$ cat src/rtl/apb_ctrl_pkg.sv
// Shared constants for the APB request scheduler: FSM encoding, bus width defaults
// and the READ_WRITE polarity seen by the bridge.
package apb_ctrl_pkg;

  localparam int ADDR_W_DEF = 9;
  localparam int DATA_W_DEF = 8;

  localparam logic [1:0] ST_IDLE = 2'd0;
  localparam logic [1:0] ST_XFER = 2'd1;
  localparam logic [1:0] ST_RESP = 2'd2;

  typedef enum logic [1:0] {
    IDLE = ST_IDLE,
    XFER = ST_XFER,
    RESP = ST_RESP
  } state_e;

  localparam logic READ  = 1'b1;
  localparam logic WRITE = 1'b0;

endpackage

$ cat src/rtl/rr_arbiter.sv
// Combinational round-robin pick: searches from ptr+1 upward (wrapping) and
// returns the first active request as a one-hot vector plus its index.
module rr_arbiter #(
  parameter int N  = 2,
  parameter int IW = (N > 1) ? $clog2(N) : 1
) (
  input  logic [N-1:0]  req_i,
  input  logic [IW-1:0] ptr_i,
  output logic [N-1:0]  gnt_o,
  output logic [IW-1:0] idx_o
);

  logic          found;
  logic [IW-1:0] cand;

  always_comb begin
    gnt_o = '0;
    idx_o = '0;
    found = 1'b0;
    cand  = '0;
    for (int k = 1; k <= N; k++) begin
      cand = IW'((int'(ptr_i) + k) % N);
      if (!found && req_i[cand]) begin
        found        = 1'b1;
        gnt_o[cand]  = 1'b1;
        idx_o        = cand;
      end
    end
  end

endmodule

$ cat src/rtl/apb_req_scheduler.sv
// Shares one APB master bridge among NUM_REQ requesters: round-robin grant,
// command latch, completion/error/timeout detection and a one-cycle response.
module apb_req_scheduler
  import apb_ctrl_pkg::*;
#(
  parameter int NUM_REQ = 2,
  parameter int TIMEOUT = 16,
  parameter int ADDR_W  = ADDR_W_DEF,
  parameter int DATA_W  = DATA_W_DEF
) (
  input  logic                      PCLK,
  input  logic                      PRESET,
  input  logic [NUM_REQ-1:0]        req,
  input  logic [NUM_REQ-1:0]        req_write,
  input  logic [NUM_REQ*ADDR_W-1:0] req_addr,
  input  logic [NUM_REQ*DATA_W-1:0] req_wdata,
  output logic [NUM_REQ-1:0]        gnt,
  output logic [NUM_REQ-1:0]        rsp_valid,
  output logic [DATA_W-1:0]         rsp_rdata,
  output logic                      rsp_err,
  output logic                      transfer,
  output logic                      READ_WRITE,
  output logic [ADDR_W-1:0]         apb_write_paddr,
  output logic [ADDR_W-1:0]         apb_read_paddr,
  output logic [DATA_W-1:0]         apb_write_data,
  input  logic                      PENABLE,
  input  logic                      PREADY,
  input  logic                      PSLVERR,
  input  logic [DATA_W-1:0]         apb_read_data_out
);

  localparam int IW = (NUM_REQ > 1) ? $clog2(NUM_REQ) : 1;
  localparam int CW = $clog2(TIMEOUT + 1);

  state_e              state_q;
  logic [NUM_REQ-1:0]  gnt_q, rsp_valid_q;
  logic [IW-1:0]       ptr_q;
  logic [CW-1:0]       cnt_q, cnt_d;
  logic [DATA_W-1:0]   rsp_rdata_q, wdata_q;
  logic                rsp_err_q, transfer_q, rw_q;
  logic [ADDR_W-1:0]   waddr_q, raddr_q;

  logic [NUM_REQ-1:0]  win_gnt;
  logic [IW-1:0]       win_idx;
  logic [ADDR_W-1:0]   win_addr;
  logic [DATA_W-1:0]   win_wdata;
  logic                win_write;
  logic                complete, timed_out, finish;

  rr_arbiter #(.N(NUM_REQ)) u_arb (
    .req_i (req),
    .ptr_i (ptr_q),
    .gnt_o (win_gnt),
    .idx_o (win_idx)
  );

  assign win_addr  = req_addr[int'(win_idx)*ADDR_W +: ADDR_W];
  assign win_wdata = req_wdata[int'(win_idx)*DATA_W +: DATA_W];
  assign win_write = req_write[win_idx];

  // Slave error outranks completion, which outranks the timeout.
  assign complete  = PENABLE & PREADY;
  assign timed_out = PENABLE & ~PREADY & (cnt_q == CW'(TIMEOUT - 1));
  assign finish    = PSLVERR | complete | timed_out;
  assign cnt_d     = cnt_q + CW'(1);

  always_ff @(posedge PCLK or posedge PRESET) begin
    if (PRESET) begin
      state_q     <= IDLE;
      gnt_q       <= '0;
      rsp_valid_q <= '0;
      rsp_err_q   <= 1'b0;
      rsp_rdata_q <= '0;
      transfer_q  <= 1'b0;
      rw_q        <= READ;
      waddr_q     <= '0;
      raddr_q     <= '0;
      wdata_q     <= '0;
      ptr_q       <= IW'(NUM_REQ - 1);
      cnt_q       <= '0;
    end else begin
      case (state_q)
        IDLE: begin
          if (|req) begin
            state_q    <= XFER;
            gnt_q      <= win_gnt;
            ptr_q      <= win_idx;
            transfer_q <= 1'b1;
            rw_q       <= win_write ? WRITE : READ;
            waddr_q    <= win_write ? win_addr : '0;
            raddr_q    <= win_write ? '0 : win_addr;
            wdata_q    <= win_write ? win_wdata : '0;
          end
        end
        XFER: begin
          if (finish) begin
            state_q     <= RESP;
            transfer_q  <= 1'b0;
            rsp_valid_q <= gnt_q;
            rsp_err_q   <= PSLVERR | ~complete;
            rsp_rdata_q <= (!PSLVERR && complete && rw_q == READ) ? apb_read_data_out : '0;
            rw_q        <= READ;
            waddr_q     <= '0;
            raddr_q     <= '0;
            wdata_q     <= '0;
            cnt_q       <= '0;
          end else if (PENABLE && !PREADY) begin
            cnt_q <= cnt_d;
          end
        end
        RESP: begin
          state_q     <= IDLE;
          gnt_q       <= '0;
          rsp_valid_q <= '0;
          rsp_err_q   <= 1'b0;
          rsp_rdata_q <= '0;
          cnt_q       <= '0;
        end
        default: state_q <= IDLE;
      endcase
    end
  end

  assign gnt             = gnt_q;
  assign rsp_valid       = rsp_valid_q;
  assign rsp_rdata       = rsp_rdata_q;
  assign rsp_err         = rsp_err_q;
  assign transfer        = transfer_q;
  assign READ_WRITE      = rw_q;
  assign apb_write_paddr = waddr_q;
  assign apb_read_paddr  = raddr_q;
  assign apb_write_data  = wdata_q;

endmodule

$ cat config.mk
export PLATFORM = sky130hd
export DESIGN_NAME = apb_req_scheduler
export DESIGN_NICKNAME = d
export VERILOG_FILES = /design/src/rtl/apb_ctrl_pkg.sv /design/src/rtl/rr_arbiter.sv /design/src/rtl/apb_req_scheduler.sv
export SDC_FILE = /design/constraint.sdc
export NUM_CORES = 1
export LEC_CHECK = 0
export ABC_CLOCK_PERIOD_IN_PS = 3700
export BUFFER_PORTS_ARGS = -buffer_cell sky130_fd_sc_hd__buf_2
export CAP_MARGIN = 20
export CORE_AREA = 3 3 71 73
export DETAILED_ROUTE_END_ITERATION = 6
export DIE_AREA = 0 0 74 76
export PLACE_DENSITY_LB_ADDON = 0.3
export SLEW_MARGIN = 20
export SYNTH_ARGS = -nofsm -noshare
export SYNTH_HDL_FRONTEND = slang
export SYNTH_HIERARCHICAL = 1
export SYNTH_SLANG_ARGS = --single-unit
$ cat constraint.sdc
create_clock -name PCLK -period 3.7 [get_ports PCLK]
set_clock_uncertainty 0.15 [all_clocks]
set_input_delay 0.74 -clock PCLK [delete_from_list [all_inputs] [get_ports PCLK]]
set_output_delay 0.74 -clock PCLK [all_outputs]
set_load 0.005 [all_outputs]
# Yosys cells after proc, flatten, opt, wreduce, memory -nomap -nowiden

Cells that the tools add are included.

Bits in registers: 49
Input bits: 51
Output and inout port bits: 41
Word-level logic and storage cells: 106

Add/subtract/negate cells: 3
Multiply operators: 1
Magnitude comparators: 5
Eq/ne operators: 6
Shift-type cells: 2
Multiplexer cells: 48
Bitwise gates (word level): 9
Reductions and logical operators: 20

Operators with widths:

| kind                                                                          | number |
|---|---|
| 9-bit two-way mux                                                             | 5 |
| 8-bit two-way mux                                                             | 5 |
| 9-bit case mux with 2 select lines                                            | 2 |
| 8-bit case mux with 2 select lines                                            | 2 |
| 18-bit by 6-bit indexed part select with 9-bit output                         | 1 |
| 1-bit two-way mux                                                             | 17 |
| 16-bit by 5-bit indexed part select with 8-bit output                         | 1 |
| 2-bit two-way mux                                                             | 6 |
| 2-bit case mux with 2 select lines                                            | 3 |
| 5-bit two-way mux                                                             | 2 |
| 5-bit case mux with 2 select lines                                            | 1 |
| 2-bit AND reduction                                                           | 5 |
| 1-bit logical AND                                                             | 6 |
| 1-bit by 2-bit less-than comparator with 1-bit output (second input constant) | 3 |
| 1-bit case mux with 2 select lines                                            | 3 |
| 2-bit nonzero test                                                            | 3 |
| 5-bit by 1-bit adder with 5-bit output (second input constant)                | 1 |
| 5-bit by 4-bit == test with 1-bit output (second input constant)              | 1 |
| 1-bit by 4-bit multiplier with 5-bit output (second input constant)           | 1 |
| 2-bit inequality test (second input constant)                                 | 2 |
| 1-bit bitwise AND                                                             | 3 |
| 1-bit logical NOT                                                             | 3 |
| 3-bit inequality test (second input constant)                                 | 1 |
| 1-bit bitwise OR                                                              | 3 |
| other kinds (10)                                                              | 14 |

# Longest topological paths before layout

Depth after elaboration: 12
Mapped depth: 8
Gate-level depth less buffers: 7

# Modules after synthesis

The synthesis kept the hierarchy.

Modules (own cells, without submodules):

| module            | times used | cells each | area each (µm²) | sequential area each (µm²) |
|---|---|---|---|---|
| apb_req_scheduler | 1          | 201        | 2240.9          | 1228.7 |
| rr_arbiter        | 1          | 4          | 26.3            | 0.0 |

# Worst setup path after synthesis

OpenSTA, ideal clock, no wires.

Kind: input -> register
Start point: input req[1]
End point: register raddr_q[8], in the netlist apb_read_paddr[8]
Setup time: 0.074 ns
Arrival: 1.909 ns
Slack: 1.567 ns
Stages on the path: 6
Path through: a21boi_0 buf_6 mux2_4 or2_0 buf_6 o21ai_2

Cells in the longest elaborated chain, start to end: 11

Ends and longest elaborated chain:

| item                                                                                       | line                                             | source |
|---|---|---|
| from (decl)                                                                                | apb_req_scheduler.sv:13                          | `input logic [NUM_REQ-1:0] req,` |
| 1-bit two-way mux (not written as such) (2 in series)                                      | rr_arbiter.sv:23                                 | `if (!found && req_i[cand]) begin` |
| 1-bit two-way mux                                                                          | rr_arbiter.sv:23                                 |  |
| 1-bit logical NOT                                                                          | rr_arbiter.sv:23                                 |  |
| 1-bit logical AND                                                                          | rr_arbiter.sv:23                                 |  |
| 1-bit two-way mux                                                                          | rr_arbiter.sv:23                                 |  |
| 1-bit by 4-bit multiplier with 5-bit output or 1-bit two-way mux (tied branches)           | apb_req_scheduler.sv:57, apb_req_scheduler.sv:59 |  |
| 18-bit by 6-bit indexed part select with 9-bit output or 1-bit two-way mux (tied branches) | apb_req_scheduler.sv:57, apb_req_scheduler.sv:59 |  |
| 9-bit two-way mux                                                                          | apb_req_scheduler.sv:91                          | `raddr_q <= win_write ? '0 : win_addr;` |
| 9-bit two-way mux                                                                          | apb_req_scheduler.sv:84                          | `if (\|req) begin` |
| 9-bit case mux with 2 select lines                                                         | apb_req_scheduler.sv:82                          | `case (state_q)` |
| to (signal assigned)                                                                       | apb_req_scheduler.sv:91                          |  |
| to (decl)                                                                                  | apb_req_scheduler.sv:41                          | `logic [ADDR_W-1:0] waddr_q, raddr_q;` |

Parallel ways exist; a longest one is shown, timed or not. The select of a mux whose other input is x is not followed.
A chain may end at the register's enable or synchronous reset.

# Final worst setup path

Start point: input req[1]
End point: register raddr_q[4], in the netlist apb_read_paddr[4]

Cells in the longest elaborated chain, start to end: 11

Ends and longest elaborated chain:

| item                                                                                       | line                                             | source |
|---|---|---|
| 1-bit two-way mux (not written as such) (2 in series)                                      | rr_arbiter.sv:23                                 |  |
| 1-bit two-way mux                                                                          | rr_arbiter.sv:23                                 |  |
| 1-bit logical NOT                                                                          | rr_arbiter.sv:23                                 |  |
| 1-bit logical AND                                                                          | rr_arbiter.sv:23                                 |  |
| 1-bit two-way mux *                                                                        | rr_arbiter.sv:23                                 |  |
| via win_idx                                                                                | apb_req_scheduler.sv:44                          | `logic [IW-1:0] win_idx;` |
| 1-bit by 4-bit multiplier with 5-bit output or 1-bit two-way mux (tied branches)           | apb_req_scheduler.sv:57, apb_req_scheduler.sv:59 |  |
| 18-bit by 6-bit indexed part select with 9-bit output or 1-bit two-way mux (tied branches) | apb_req_scheduler.sv:57, apb_req_scheduler.sv:59 |  |
| 9-bit two-way mux *                                                                        | apb_req_scheduler.sv:91                          |  |
| 9-bit two-way mux *                                                                        | apb_req_scheduler.sv:84                          |  |
| 9-bit case mux with 2 select lines *                                                       | apb_req_scheduler.sv:82                          |  |

The timed path passes the listed nets; every way through them passes the cells marked *. The select of a mux whose other input is x is not followed.

==> results.md <==
* Area grow syn2layout at 25.2%
* Largest net degree at the start of global routing at 50
* R2R Path End: apb_write_data[4]
* Die X at between 70 and 80 µm
* Synth Warn # at 6
* Filler cells at 360
* Antenna fix cells at 0
* Setup bufs post-CTS at 0
* # hold bufs at CTS at 0
* Worst Path Class, Setup: input pin to flop
* First-pass GRT wire length at just over 8000 µm
* Syn_area_per_cell at roughly 11 µm²
* Status: finished clean
* Initial drt markers at 81
* Clk pin slew, worst setup/hold paths at about 0.090 ns
* CTS Buf Count at 5
* Initial Utilization at 0.514
* Fin Setup TNS at 0 ns
* EDFF count, synth at 0
* Setup violations, final at 0
* H-tree Lvls at 2
* Tot Pwr at between 1.5 and 2 mW
* Post-route ant nets at 0
* Crit path launch: req[1]
* Initial antenna violation count at 0
* F_max at ~0.42 GHz
* Worst Setup EP: apb_read_paddr[4]
* Slew margin rel. at 0.448
* Peak supply drop at between 300 and 400 µV
* Buffer levels on the longest clock path at 2
* Skew-Pair Late Insertion Delay at approximately 0.3 ns
* MaxCap Viol Count at 0
* Final Max Slew Viols at 0
* Hold Crit Depth at 2
* Root buf cell: clkbuf_8
* Most area-hungry cell type in the Yosys netlist: dfrtp_1
* Post-DR wirelength/cell at approximately 14 µm
* Most common cell in the netlist: dfrtp_1
* Via count at roughly 1900
* Ys async rst share at 1.00
* R2r startpoint: cnt_q[0]
* Data arrival, critical path at roughly 2.4 ns
* CP required at 3.78 ns
* Cells after Synth at between 200 and 250
* R2r worst-path depth at 8
* RSZ-0062 raised after global routing: no
* Final HPWL DP at roughly 3500 µm
* Final hold vios at 0
* Worst Hold Class: flop to flop
* Yosys cell types at 35
* Mapped cell area at approximately 2300 µm²
* Leakage at 1.50 nW
* Remaining global-route overflow at 0
* Flops & latches, synth at between 40 and 50
* Worst-margin pin slew at between 0.8 and 0.9 ns
* Critical Path End Type: flop
* Core area at about 4400 µm²
* Max FO, Critical Path at 19
* Type of origin of the critical path: input pin
* Vias in the first global route at roughly 1800
* Total Wirelength at between 4000 and 5000 µm
* IO Count at 92
* GP Congestion at around 0.75
* Most common flop cell mapped by yosys: dfrtp_1
* Post-synth top cells: dfrtp_1, nand3_1, mux2i_1, o31ai_1, nand2_1
* Final worst path period share at 0.637
* Die Height at approximately 76 µm
* Post-synth top area share at 0.519
* Die Area at between 5000 and 6000 µm²
* Rows at 24
* Residual DRC at 0
* Fin crit period at roughly 2.4 ns
* Number of vias per cell at 5.42
* Post-synthesis sequential area ratio at 0.542
* Share of cells above drive strength 1 at 0.410
* # resized after CTS at 0
* Worst R2R Setup Slack at 1.38 ns
* CTS tree: built
* Port Buffers at roughly 90
* Layout net count at roughly 350
* Sink Count at 49
* TritonRoute pass-1 iters at 4
* Largest cells by area after synthesis: dfrtp_1, mux2i_1, nand3_1
* Power Density at approximately 680 nW/µm²
* Post-Synthesis Net Count at 258
* Gr usage total at 0.184
==> through the flow <==
stage | hold slack [ns] | worst slack, ns | std cells | utilization | area (µm²)
3_5_place_dp | 0.327 | 1.00 | 337 | 0.622 | 2750
3_3_place_gp | 0.311 | 1.04 | 337 | 0.622 | 2750
5_1_grt | 0.354 | 1.21 | 345 | 0.643 | 2840
2_1_floorplan | 0.300 | 1.57 | 205 | - | 2270
4_1_cts | 0.340 | 1.33 | 345 | 0.643 | 2840
6_report | 0.337 | 1.34 | 345 | 0.643 | 2840
==> cell usage in the layout (no fill, tap or decap), types with 5 or more instances in the layout <==
cell,instances
a22o_1,8
buf_2,91
clkbuf_8,5
dfrtp_1,47
inv_1,6
mux2i_1,17
nand2_1,12
nand3_1,32
nor2_1,5
o21ai_0,6
o21ai_2,9
o31ai_1,17
==> flip-flops by register name, summed over array words and instances (netlist names), 2 cells and up <==
| signal | flops |
|---|---|
| apb_write_data | 8 |
| cnt_q | 5 |
| rsp_rdata | 8 |
| rsp_valid | 2 |
| apb_write_paddr | 9 |
| apb_read_paddr | 9 |
| state_q | 2 |
| gnt | 2 |
==> report_power, final <==
part	internal [mW]	switching, mW	total, mW
combinational	0.329	0.443	0.772
clock	0.134	0.185	0.319
sequential	0.733	0.109	0.842
total	1.20	0.737	1.93
==> final cells by class <==
cell class | instances | area, µm² | area share
clock buffers | 5 | 68.8 | 0.0243
clock inverters | 3 | 22.5 | 0.00794
inverters | 7 | 27.5 | 0.00970
multi-input cells | 135 | 947 | 0.334
flip-flops and latches | 49 | 1230 | 0.433
well taps | 52 | 65.1 | 0.0229
repair buffers | 94 | 478 | 0.168
==> logic make-up after synthesis <==
group                    Yosys count  synth area share
multiplexers                      18            0.0817
AND/OR/NAND/NOR                   60             0.131
adder cells (fa/ha/maj)            2            0.0110
buffers and inverters             21            0.0469
AO/OA/AOI/OAI                     55             0.187
flip-flops                        49             0.542
==> routing by layer <==
layer  part of all wire  vias up  GRT usage
met3              0.096        7     0.0554
met4              0.014        0     0.0543
li1                   -      925          -
met2               0.44       74      0.297
met1               0.45      863      0.236
met5                  0        -          0
==> critical path, stage by stage <==
cell and delay [ns]:
buf_2 0.14, a21boi_2 0.16, buf_4 0.32, mux2_4 0.35, or2_0 0.48, o21ai_2 0.24
==> worst min-delay path by stage <==
stage / startpoint / to / slack [ns]
floorplan: cnt_q[4] / cnt_q[4] / 0.30
global placement: transfer / transfer / 0.31
detailed placement: ptr_q / ptr_q / 0.33
CTS: ptr_q / ptr_q / 0.34
global route: ptr_q / ptr_q / 0.35
finish: ptr_q / ptr_q / 0.34
No activity file was read; power rests on OpenSTA's default activity.
